$ cat config.mk
export PLATFORM = sky130hd
export DESIGN_NAME = tag_issue_ctrl
export DESIGN_NICKNAME = d
export VERILOG_FILES = /design/src/rtl/tag_issue_ctrl.sv
export SDC_FILE = /design/constraint.sdc
export NUM_CORES = 1
export LEC_CHECK = 0
export ABC_AREA = 0
export BUFFER_PORTS_ARGS = -buffer_cell sky130_fd_sc_hd__buf_2
export CAP_MARGIN = 40
export CELL_PAD_IN_SITES_DETAIL_PLACEMENT = 1
export CELL_PAD_IN_SITES_GLOBAL_PLACEMENT = 1
export CORE_ASPECT_RATIO = 1.25
export CORE_MARGIN = 4
export CORE_UTILIZATION = 36
export CTS_CLUSTER_SIZE = 24
export DETAILED_ROUTE_END_ITERATION = 10
export PLACE_DENSITY_LB_ADDON = 0.1
export SLEW_MARGIN = 20
export SYNTH_ARGS = -nofsm -noshare
export SYNTH_HDL_FRONTEND = slang
export SYNTH_SLANG_ARGS = --single-unit
export TNS_END_PERCENT = 10
$ cat constraint.sdc
create_clock -name clk -period 3 [get_ports clk]
set_input_delay 0 -clock clk [delete_from_list [all_inputs] [get_ports clk]]
set_output_delay 0 -clock clk [all_outputs]
set_load 0.01 [all_outputs]
$ cat src/rtl/tag_issue_ctrl.sv
// tag_issue_ctrl: issues tag req/reuse/flush pulses and routes stage done/ready signals over a tag_logic pool
module tag_issue_ctrl #(
  parameter int NUM_TAGS = 2,
  parameter int MAX_USES = 7
) (
  input  logic                clk,
  input  logic                reset,
  input  logic                cmd_valid,
  output logic                cmd_ready,
  input  logic                cmd_reuse,
  input  logic                cmd_flush,
  input  logic                cmd_bias_prev_sw,
  input  logic                cmd_ddr_pe_sw,
  output logic [NUM_TAGS-1:0] tag_req,
  output logic [NUM_TAGS-1:0] tag_reuse,
  output logic [NUM_TAGS-1:0] tag_flush,
  output logic                tag_bias_prev_sw,
  output logic                tag_ddr_pe_sw,
  input  logic [NUM_TAGS-1:0] tag_ready,
  input  logic [NUM_TAGS-1:0] ldmem_tag_ready,
  output logic [NUM_TAGS-1:0] ldmem_tag_done,
  input  logic [NUM_TAGS-1:0] compute_tag_ready,
  output logic [NUM_TAGS-1:0] compute_tag_done,
  input  logic [NUM_TAGS-1:0] next_compute_tag,
  input  logic [NUM_TAGS-1:0] compute_bias_prev_sw,
  input  logic [NUM_TAGS-1:0] stmem_tag_ready,
  output logic [NUM_TAGS-1:0] stmem_tag_done,
  input  logic [NUM_TAGS-1:0] stmem_ddr_pe_sw,
  output logic                ldmem_ready,
  input  logic                ldmem_done,
  output logic                compute_ready,
  input  logic                compute_done,
  output logic                compute_bias_sw,
  output logic                stmem_ready,
  input  logic                stmem_done,
  output logic                stmem_sw,
  output logic                drained,
  output logic                proto_err
);
  localparam int PW = NUM_TAGS > 1 ? $clog2(NUM_TAGS) : 1;
  localparam logic [PW-1:0] LAST = PW'(NUM_TAGS - 1);
  localparam logic [NUM_TAGS-1:0] ONE = NUM_TAGS'(1);
  typedef enum logic [1:0] {IDLE, OPEN, FLUSH} state_t;
  state_t state_q, state_d;
  logic [PW-1:0] ip_q, ip_d, lp_q, lp_d, cp_q, cp_d, sp_q, sp_d;
  logic [PW-1:0] lpx, cpx, spx;
  logic [3:0] uses_q [NUM_TAGS];
  logic [3:0] uses_d [NUM_TAGS];
  logic err_q, err_d;
  logic accept, ld_ok, cp_ok, st_ok;
  logic [NUM_TAGS-1:0] inc;
  function automatic logic [PW-1:0] nxt(input logic [PW-1:0] p);
    return p == LAST ? '0 : p + 1'b1;
  endfunction
  always_comb begin
    lpx = reset ? '0 : lp_q;
    cpx = reset ? '0 : cp_q;
    spx = reset ? '0 : sp_q;
    ldmem_ready = ldmem_tag_ready[lpx];
    compute_ready = compute_tag_ready[cpx];
    stmem_ready = stmem_tag_ready[spx];
    compute_bias_sw = compute_bias_prev_sw[cpx];
    stmem_sw = stmem_ddr_pe_sw[spx];
    tag_bias_prev_sw = !reset && cmd_bias_prev_sw;
    tag_ddr_pe_sw = !reset && cmd_ddr_pe_sw;
    cmd_ready = reset ? 1'b0 :
                state_q == IDLE ? (cmd_reuse || tag_ready[ip_q]) :
                state_q == OPEN ? (cmd_reuse && uses_q[ip_q] < 4'(MAX_USES)) : 1'b0;
    accept = cmd_valid && cmd_ready;
    tag_req = (accept && state_q == IDLE && !cmd_reuse) ? ONE << ip_q : '0;
    tag_reuse = (accept && state_q == OPEN) ? ONE << ip_q : '0;
    tag_flush = (!reset && (state_q == FLUSH || (state_q == OPEN && cmd_valid && !cmd_reuse))) ? ONE << ip_q : '0;
    ld_ok = !reset && ldmem_done && ldmem_ready;
    cp_ok = !reset && compute_done && compute_ready;
    st_ok = !reset && stmem_done && stmem_ready;
    ldmem_tag_done = ld_ok ? ONE << lp_q : '0;
    compute_tag_done = cp_ok ? ONE << cp_q : '0;
    stmem_tag_done = st_ok ? ONE << sp_q : '0;
    drained = !reset && state_q == IDLE && &tag_ready;
    proto_err = !reset && err_q;
    state_d = state_q;
    ip_d = ip_q;
    if (|tag_flush) begin
      state_d = IDLE;
      ip_d = nxt(ip_q);
    end else if (|tag_req) begin
      state_d = cmd_flush ? FLUSH : OPEN;
    end else if (|tag_reuse && cmd_flush) begin
      state_d = FLUSH;
    end
    lp_d = ld_ok ? nxt(lp_q) : lp_q;
    cp_d = next_compute_tag[cp_q] ? nxt(cp_q) : cp_q;
    sp_d = st_ok ? nxt(sp_q) : sp_q;
    err_d = err_q || (accept && state_q == IDLE && cmd_reuse) ||
            (ldmem_done && !ldmem_ready) || (compute_done && !compute_ready) ||
            (stmem_done && !stmem_ready);
    inc = tag_req | tag_reuse;
    for (int t = 0; t < NUM_TAGS; t++) begin
      uses_d[t] = inc[t] == compute_tag_done[t] ? uses_q[t] :
                  inc[t] ? uses_q[t] + 4'd1 :
                  uses_q[t] == 4'd0 ? 4'd0 : uses_q[t] - 4'd1;
      err_d = err_d || (compute_tag_done[t] && !inc[t] && uses_q[t] == 4'd0);
    end
  end
  always_ff @(posedge clk) begin
    if (reset) begin
      state_q <= IDLE;
      ip_q <= '0;
      lp_q <= '0;
      cp_q <= '0;
      sp_q <= '0;
      err_q <= 1'b0;
      for (int t = 0; t < NUM_TAGS; t++) uses_q[t] <= '0;
    end else begin
      state_q <= state_d;
      ip_q <= ip_d;
      lp_q <= lp_d;
      cp_q <= cp_d;
      sp_q <= sp_d;
      err_q <= err_d;
      for (int t = 0; t < NUM_TAGS; t++) uses_q[t] <= uses_d[t];
    end
  end
endmodule

=== Word-level counts from Yosys, hierarchy flattened ===
Memories as Yosys holds them, arrays and structs flattened. A register that Yosys moved wholly into a read port is not among the register bits.
Cells that the tools add are included.

* Memories: 1
* RAM bits: 8
* Word-level logic and storage cells: 130
* Output and inout port bits: 22
* Input port bits: 24
* Bits in registers: 7

* Muxes and demuxes: 46
* Shift-type cells: 4
* Order comparisons: 6
* Bitwise operators: 3
* Reduce and logical (&&, ||, !) cells: 52
* Equality and inequality tests: 4
* $add $sub $neg: 8

{| class="wikitable"
|+ Memory list
! name !! words !! bits a word !! read ports !! clocked after memory_dff !! wr ports !! line !! RTL
|-
| uses_q || 2 || 4 || 3 || 1 || 2 || 47 || <nowiki>logic [3:0] uses_q [NUM_TAGS];</nowiki>
|}

{| class="wikitable"
|+ Operators by type and width
! cell !! count
|-
| $mux W4 || 8
|-
| $mux W1 || 29
|-
| $logic_and A1 B1 Y1 || 28
|-
| $mux W2 || 9
|-
| $lt A1 B2 Y1 const B || 5
|-
| $add A4 B1 Y4 const B || 2
|-
| $logic_not A4 Y1 || 2
|-
| $logic_or A1 B1 Y1 || 8
|-
| $shl A1 B1 Y2 const A || 4
|-
| $sub A4 B1 Y4 const B || 2
|-
| $logic_not A1 Y1 || 7
|-
| $reduce_or A2 Y1 || 3
|-
| $add A1 B1 Y1 const B || 4
|-
| $lt A4 B3 Y1 const B || 1
|-
| $reduce_or A3 Y1 || 1
|-
| $eq A1 B1 Y1 || 2
|-
| $eq A2 B1 Y1 const B || 1
|-
| $eq A2 B2 Y1 const B || 1
|-
| $logic_not A2 Y1 || 1
|-
| $or A1 B1 Y1 || 2
|-
| $or A2 B2 Y2 || 1
|-
| $reduce_and A2 Y1 || 1
|-
| $reduce_bool A2 Y1 || 1
|}

=== Depth between registers and ports, before layout ===
Gate-level depths: netlist (run 1).

* Depth after elaboration: 15
* Depth in mapped cells: 12
* Depth with buffers taken out: 10

=== Worst setup path after synthesis (run 1) ===
OpenSTA, ideal clock, no wires.

* Path type: register to register
* From: mem uses_q[0][2]
* To: mem uses_q[0][2]
* Stages on the path, launching flop included: 13
* Slack: 0.692 ns
* Clock period less this slack: 2.308 ns
* Setup time: 0.122 ns
* Arrival time: 2.186 ns
* Path buffers: 2
* Cells stage by stage: dfxtp_1 buf_6 a311oi_4 a31oi_4 o21ai_2 and2_4 nand2_1 ha_1 clkbuf_1 nand3b_1 o21ai_0 nand4_1 o311a_1

{| class="wikitable"
|+ RTL lines
! what !! line
|-
| from (decl) || 47
|}

==> flow_summary.yaml, run 1 <==
route:
  ant_nets: 0
  vias: 1492
  routedWlPerCell_um: 15.0
  first_iter_violations: 32
  drt_first_pass_iters: 4
  wirelength_um: 4220
  post-route-drc-count: 0
  drt-vias-per-instance: 5.31
power:
  seqPwrFrac: 0.427
  clkPwrFrac: 0.291
  ir_drop_mv: 0.214
  p_int_mw: 0.383
  power_switching_mw: 0.180
  swShare: 0.320
  p_per_area_nw_per_um2: 322
  total_leakage_power_nw: 0.785
  combPwrFrac: 0.283
sta:
  finClkSkew_ns: 0.00524
  tightestPinTransition_ns: 0.508
  fmax_mhz: 390
  drv_slew: 0
  relSlewSlack: 0.659
  rsz0062_at_grt: "no"
  tns_ns: 0
  finalCritPeriodShare: 0.854
  setup_viol: 0
  hold_viol: 0
  min_period_ns: 2.56
  holdWs_ns: 0.0225
critical_path:
  worstPathRequired_ns: 3.18
  r2r_start: "state_q[1]"
  worstRegToRegCells: 8
  worstSetupStartpointType: "flip-flop"
  critical_path_class: "reg -> reg"
  cp_max_fo: 9
  critPathArrivalTime_ns: 2.74
  r2r_end: "uses_q[1][3]"
  endpoint_kind: "flip-flop"
  r2r_setup_slack_ns: 0.44
yosys:
  seq_area_frac_synth: 0.225
  syn-cell-area_sq_um: 1420
  netlist_instances: 183
  synthArstFlopShare: 0
  ys_seq_elements: 16
  yosysTopAreaCell: "dfxtp_1"
  synth_warnings: 0
  yosysUniqueCellTypes: 54
  syn_avg_cell_area_sq_um: 7.78
  synth_flop_cell: "dfxtp_1"
  synth_edf_count: 0
  syn_nets: 216
  synth_most_common_cell: "nor2_1"
  synth_common_cells: "nor2_1 (22), nand2_1 (20), dfxtp_1 (16)"
  synth_area_leaders: "dfxtp_1 (22%), ha_1 (7.9%), nor2_1 (5.8%)"
  synth_top_area_frac: 0.225
layout:
  drive_gt1_frac: 0.295
  final_area_sq_um: 1750
  antenna_cells: 0
  multi_input_comb_area_sq_um: 1010
  seq_area_sq_um: 320
  final_nets: 262
  num-fill-cells: 500
  syn_to_final_growth_pct: 22.7
clock_tree:
  hold_buffers: 2
  cts.repair.resized: 0
  cts_setup_buffers: 0
  clkLatencyLatePin_ns: 0.25
  clkSlewWorstSetupHoldPaths_ns: 0.07
  cts_root_buf: "clkbuf_8"
  cts_buffers: 3
  htree_levels: 1
  cts.path.max_buffers: 2
  cts_tree: "yes"
  cts_sinks: 16
global_route:
  grt-ovfl-total: 0
  antenna_found_initial: 0
  grt_pass1_vias: 1561
  grt_usage: 0.173
  grt_pass1_wl_um: 7090
  grt_max_degree: 19
worst_hold_path:
  holdPathStages: 3
  holdPathEnd: "cp_q"
  min-delay-start: "next_compute_tag[0]"
  min_path_type: "in -> reg"
flow_run:
  max-cap-violations: 0
floorplanning:
  fp.dieArea_sq_um: 5030
  die_y_um: 78.3
  coreArea_sq_um: 3780
  die_w_um: 64.3
  rows: 25
  start_util: 0.376
  ios: 46
placed_design:
  placed_cell_area_sq_um: 1690
  hpwl_um: 3470
  place_congestion: 0.839
  portBuffers: 45
status:
  outcome: "finished, final reports clean"
[worst max-delay path by stage]
stage	from	end
4_1_cts	state_q[1]	uses_q[1][3]
3_5_place_dp	state_q[1]	uses_q[1][3]
6_report	state_q[1]	uses_q[1][3]
5_1_grt	state_q[0]	uses_q[1][2]
2_1_floorplan	uses_q[0][2]	uses_q[0][2]
3_3_place_gp	state_q[1]	uses_q[1][2]
[area by class of cell]
cell class                 instances  share of cell area
sequential                        16               0.183
clock buffer                       3              0.0236
inverter                          15              0.0322
multi-input combinational        145               0.577
timing repair buffer              48               0.145
tap                               54              0.0387
[layer usage]
layer	wire, um	GRT usage	vias to the layer above
li1	-	-	741
met5	0	0	-
met3	225	0.0272	7
met4	64	0.0507	0
met2	2200	0.330	38
met1	1740	0.194	706
[power by group through the flow]
stage | Sequential [mW] | Clock (mW) | Combinational [mW]
5_1_grt | 0.242 | 0.180 | 0.177
6_report | 0.240 | 0.164 | 0.159
3_3_place_gp | 0.243 | 0 | 0.152
3_5_place_dp | 0.245 | 0 | 0.158
2_1_floorplan | 0.239 | 0 | 0.108
4_1_cts | 0.240 | 0.175 | 0.161
[stage by stage]
stage,std cells,total power [mW],worst slack (ns),utilization
global placement,276,0.395,0.537,0.445
CTS,281,0.575,0.425,0.461
global route,281,0.599,0.197,0.461
detailed placement,276,0.402,0.443,0.445
finish,281,0.563,0.438,0.461
floorplan,183,0.347,0.692,-
[worst max-delay path: stages (launching register included)]
cell and delay (ns):
dfxtp_1 0.37, nor3b_4 0.36, nand4_1 0.22, o21ai_4 0.29, inv_1 0.07, ha_1 0.33, or3_1 0.38, or3_1 0.32
a31oi_1 0.14
[placed cells by master (no fill, tap or decap), types with 5 or more instances in the layout]
cell	n
nor3_1	8
ha_1	9
nor2_1	22
mux2_2	6
o21ai_0	5
nand2b_1	5
dfxtp_1	16
buf_2	45
nand2_1	20
inv_1	15
nand3_1	6
a31oi_1	5
[cell families after synthesis]
family | count (synthesis) | share of synthesized area
buffers and inverters | 22 | 0.0668
AND/OR/NAND/NOR | 83 | 0.299
XOR/XNOR | 3 | 0.0185
adder cells (fa/ha/maj) | 9 | 0.0791
AO/OA/AOI/OAI | 42 | 0.247
flip-flops | 16 | 0.225
multiplexers | 8 | 0.0650
[registers in the layout, summed over array words and instances (netlist names), named ones only]
| signal | flops |
|---|---|
| state_q | 2 |
| uses_q | 8 |
| sp_q | 1 |
| cp_q | 1 |
| err_q | 1 |
| ip_q | 1 |
| lp_q | 1 |
(Power assumes the default switching activity.)
==> run 2, diff against run 1 <==
CORE_UTILIZATION = 39   (was 36)
RECOVER_POWER = 100   (was unset)
clock period = 3.15 ns   (was 3 ns; I/O delays follow)
==> flow_summary.yaml, run 2 (synthesized netlist as in run 1, its figures left out) <==
status:
  outcome: "finished, final reports clean"
sta:
  drv_slew: 0
  min_period_ns: 2.67
  hold_viol: 0
  rsz0062_at_grt: "no"
  finClkSkew_ns: 0.000810
  setup_viol: 0
  fmax_mhz: 375
  finalCritPeriodShare: 0.846
  tns_ns: 0
  tightestPinTransition_ns: 1.09
  relSlewSlack: 0.273
global_route:
  grt_usage: 0.194
  grt_max_degree: 25
  antenna_found_initial: 0
  grt-ovfl-total: 0
  grt_pass1_wl_um: 6850
  grt_pass1_vias: 1514
route:
  post-route-drc-count: 0
  wirelength_um: 4240
  vias: 1468
  drt_first_pass_iters: 4
  first_iter_violations: 57
  drt-vias-per-instance: 5.52
  routedWlPerCell_um: 15.9
  ant_nets: 0
critical_path:
  critPathSlowestCell: "ha_1"
  crit_chain: "a311oi_1, a31oi_1, o21ai_2, and2_4, nand2_1, ha_1, o21ai_0, a21o_1, a311oi_1"
  worstPathRequired_ns: 3.32
  endpoint_kind: "flip-flop"
  cp_top_family: "compound AO/OA/AOI/OAI gates"
  worstSetupStartpointType: "flip-flop"
  critical_path_class: "reg -> reg"
  slowest_delay_ns: 0.51
  path_common_cell: "a311oi_1"
  cp_max_fo: 13
  cp.buffers_inverters: 0
  critPathArrivalTime_ns: 2.83
floorplanning:
  rows: 24
  fp.dieArea_sq_um: 4690
  start_util: 0.405
  die_w_um: 62.0
  die_y_um: 75.6
  coreArea_sq_um: 3510
  ios: 46
layout:
  final_core_util: 0.476
  final_common_cell: "buf_2"
  largest_reg_flops: 8
  layout_common_cells: "buf_2 (30), nor2_1 (22), nand2_1 (20)"
  final_nets: 262
  antenna_cells: 0
  top_register: "uses_q"
  reg_top3: "uses_q (8), state_q (2)"
  finalNonFillerCells: 266
  syn_to_final_growth_pct: 17.5
  drive_gt1_frac: 0.203
clock_tree:
  cts_tree: "yes"
  clkSlewWorstSetupHoldPaths_ns: 0.06
  htree_levels: 1
  cts.repair.resized: 0
  cts.path.max_buffers: 2
  cts_buffers: 3
  clkLatencyLatePin_ns: 0.26
  cts_setup_buffers: 0
  cts_root_buf: "clkbuf_8"
  cts_sinks: 16
flow_run:
  max-cap-violations: 0
power:
  total_leakage_power_nw: 0.718
  p_per_area_nw_per_um2: 319
  ir_drop_mv: 0.212
  finalPower_mw: 0.533
placed_design:
  portBuffers: 45
  hpwl_um: 3530
  place_congestion: 0.873
  dp_cells: 261
worst_hold_path:
  min_path_type: "in -> reg"
run 2: changes by cell type in the layout (fill, tap and decap cells not counted), moves of 3 or more:
cell      change
clkbuf_1     +16
buf_2        -15
mux2_2        -3
mux2_1        +3
run 2: cell type report:
type	instances	area [sq um]
Inverter	15	56.3
Clock buffer	3	41.3
Fill cell	456	1840
Multi-Input combinational cell	145	976
Tap cell	39	48.8
Sequential cell	16	320
Timing Repair Buffer	48	230
run 2: metrics by stage:
| stage | hold WS [ns] | worst slack, ns | cell area (sq um) |
|---|---|---|---|
| after floorplan | 0.0894 | 0.842 | 1420 |
| after global placement | 0.191 | 0.605 | 1670 |
| after detailed placement | 0.198 | 0.532 | 1670 |
| after CTS | 0.0149 | 0.503 | 1730 |
| after global routing | 0.0320 | 0.222 | 1670 |
| final | 0.0132 | 0.484 | 1670 |
run 2: path summary, 6_finish.rpt:
kind / startpoint / slack, ns / cells past startpoint / to
worst max-delay path: uses_q[0][2] / 0.48 / 9 / uses_q[0][3]
worst min-delay path: next_compute_tag[0] / 0.01 / 3 / cp_q
worst max register to register: uses_q[0][2] / 0.48 / 9 / uses_q[0][3]
worst min register to register: cp_q / 0.50 / 1 / cp_q
run 2: repair_timing:
action	CTS	global route
endpoints found under the hold margin	2	0
endpoints found under the setup margin	0	0
hold buffers	2	0
run 2: where the power goes:
part,switching [mW],leakage (nW),internal (mW)
Clock,0.0755,0.0216,0.0851
Combinational,0.0841,0.566,0.0614
Sequential,0.0145,0.130,0.213
Total,0.174,0.718,0.359
run 2: worst min-delay path, delay by kind of cell:
kind | cells | cell delay [ns]
compound gates | 1 | 0.05
buf+inv | 1 | 0.10
simple gates | 1 | 0.08
run 2: layer usage:
| layer | global-route usage | share of wire | wire, um | vias to the layer above |
|---|---|---|---|---|
| li1 | - | - | - | 740 |
| met1 | 0.223 | 0.41 | 1730 | 694 |
| met2 | 0.357 | 0.54 | 2280 | 28 |
| met3 | 0.0288 | 0.042 | 178 | 6 |
| met4 | 0.0613 | 0.012 | 49 | 0 |
| met5 | 0 | 0 | 0 | - |
==> run 3, diff against run 2 <==
CORE_UTILIZATION = 36   (was 39)
clock period = 2.6 ns   (was 3.15 ns; I/O delays follow)
==> flow_summary.yaml, run 3 (synthesized netlist as in run 1, its figures left out) <==
critical_path:
  critical_path_class: "reg -> reg"
  cp.buffers_inverters: 1
  worstSetupStartpointType: "flip-flop"
  cp_max_fo: 9
  critPathArrivalTime_ns: 2.60
  r2r_start: "ip_q"
  slowest_delay_ns: 0.51
  critPathSlowestCell: "dfxtp_1"
  worstPathRequired_ns: 2.77
  path_common_cell: "or3_1"
  endpoint_kind: "flip-flop"
  cp_top_family: "simple AND/OR/NAND/NOR gates"
  crit_chain: "mux2_4, nand4_1, o21ai_4, inv_1, ha_1, or3_1, or3_1, a31oi_1"
  startpoint: "ip_q"
layout:
  drive_gt1_frac: 0.237
  finalNonFillerCells: 286
  final_common_cell: "buf_2"
  final_nets: 267
  largest_reg_flops: 8
  top_register: "uses_q"
  layout_common_cells: "buf_2 (31), nor2_1 (22), nand2_1 (20)"
  syn_to_final_growth_pct: 23.4
  reg_top3: "uses_q (8), state_q (2)"
  antenna_cells: 0
clock_tree:
  cts_tree: "yes"
  clkLatencyLatePin_ns: 0.25
  cts_setup_buffers: 0
  cts_buffers: 3
  clkSlewWorstSetupHoldPaths_ns: 0.06
  cts_root_buf: "clkbuf_8"
  htree_levels: 1
  cts.path.max_buffers: 2
  cts_sinks: 16
flow_run:
  max-cap-violations: 0
placed_design:
  hpwl_um: 3470
  pre_cts_slack_ns: 0.127
  dp_cells: 281
  portBuffers: 45
  place_congestion: 0.911
power:
  ir_drop_mv: 0.197
  seqPwrFrac: 0.421
  p_int_mw: 0.444
  swShare: 0.319
  clkPwrFrac: 0.290
  power_switching_mw: 0.208
  combPwrFrac: 0.289
  total_leakage_power_nw: 0.747
  p_per_area_nw_per_um2: 371
floorplanning:
  coreArea_sq_um: 3780
  ios: 46
  start_util: 0.376
  rows: 25
  die_w_um: 64.3
  fp.dieArea_sq_um: 5030
  die_y_um: 78.3
sta:
  rsz0062_at_grt: "no"
  relSlewSlack: 0.506
  fmax_mhz: 412
  hold_viol: 0
  drv_slew: 0
  min_period_ns: 2.43
  setup_viol: 0
  tightestPinTransition_ns: 0.741
  finClkSkew_ns: 0.00260
  holdWs_ns: 0.0422
  finalCritPeriodShare: 0.933
  fin_ws_ns: 0.173
  tns_ns: 0
global_route:
  grt_pass1_wl_um: 7110
  grt-ovfl-total: 0
  grt_usage: 0.173
  grt_pass1_vias: 1603
  grt_max_degree: 19
  antenna_found_initial: 0
worst_hold_path:
  min_path_type: "in -> reg"
  min-delay-start: "next_compute_tag[0]"
route:
  first_iter_violations: 50
  wirelength_um: 4250
  drt_first_pass_iters: 4
  drt-vias-per-instance: 5.32
  post-route-drc-count: 0
  routedWlPerCell_um: 14.8
  vias: 1522
  ant_nets: 0
status:
  outcome: "finished, final reports clean"
## run 3: area by class of cell
class                   count  area [sq um]
well taps                  54          67.6
flip-flops and latches     16           322
fillers                   500          2030
multi-input cells         145          1000
repair buffers             53           265
clock buffers               3          41.3
inverters                  15          56.3
## run 3: timing repair
action	4_1_cts	5_1_grt
endpoints found under the hold margin	2	0
hold buffers	2	0
setup endpoints to repair	0	3
gates resized for setup	0	2
## run 3: power groups by stage
stage / combinational (mW) / clock (mW) / sequential, mW
global route: 0.210 / 0.212 / 0.276
CTS: 0.195 / 0.198 / 0.274
global placement: 0.187 / 0 / 0.279
detailed placement: 0.191 / 0 / 0.280
finish: 0.188 / 0.189 / 0.274
floorplan: 0.125 / 0 / 0.275
## run 3: worst paths after layout
| path | to | slack (ns) | cells past startpoint |
|---|---|---|---|
| setup / recovery | uses_q[1][3] | 0.17 | 8 |
| setup reg to reg | uses_q[1][3] | 0.17 | 8 |
| hold / removal | cp_q | 0.04 | 3 |
| hold reg to reg | cp_q | 0.51 | 1 |
## run 3: through the flow
step	util	cell area [sq um]	total power, mW
floorplan	-	1420	0.400
global placement	0.455	1720	0.465
detailed placement	0.455	1720	0.471
CTS	0.471	1780	0.667
global route	0.464	1760	0.698
finish	0.464	1760	0.652
## run 3: worst register-to-register path, stage by stage (launching register included)
cell and delay, ns:
dfxtp_1 0.51, mux2_4 0.24, nand4_1 0.19, o21ai_4 0.19, inv_1 0.07, ha_1 0.34
or3_1 0.37, or3_1 0.31, a31oi_1 0.13
## run 3: routing by layer
layer	GRT usage	vias up	routed length (um)	part of all wire
li1	-	750	-	-
met4	0.0634	0	44	0.010
met2	0.330	42	2180	0.51
met1	0.183	724	1770	0.42
met5	0	-	0	0
met3	0.0372	6	259	0.061
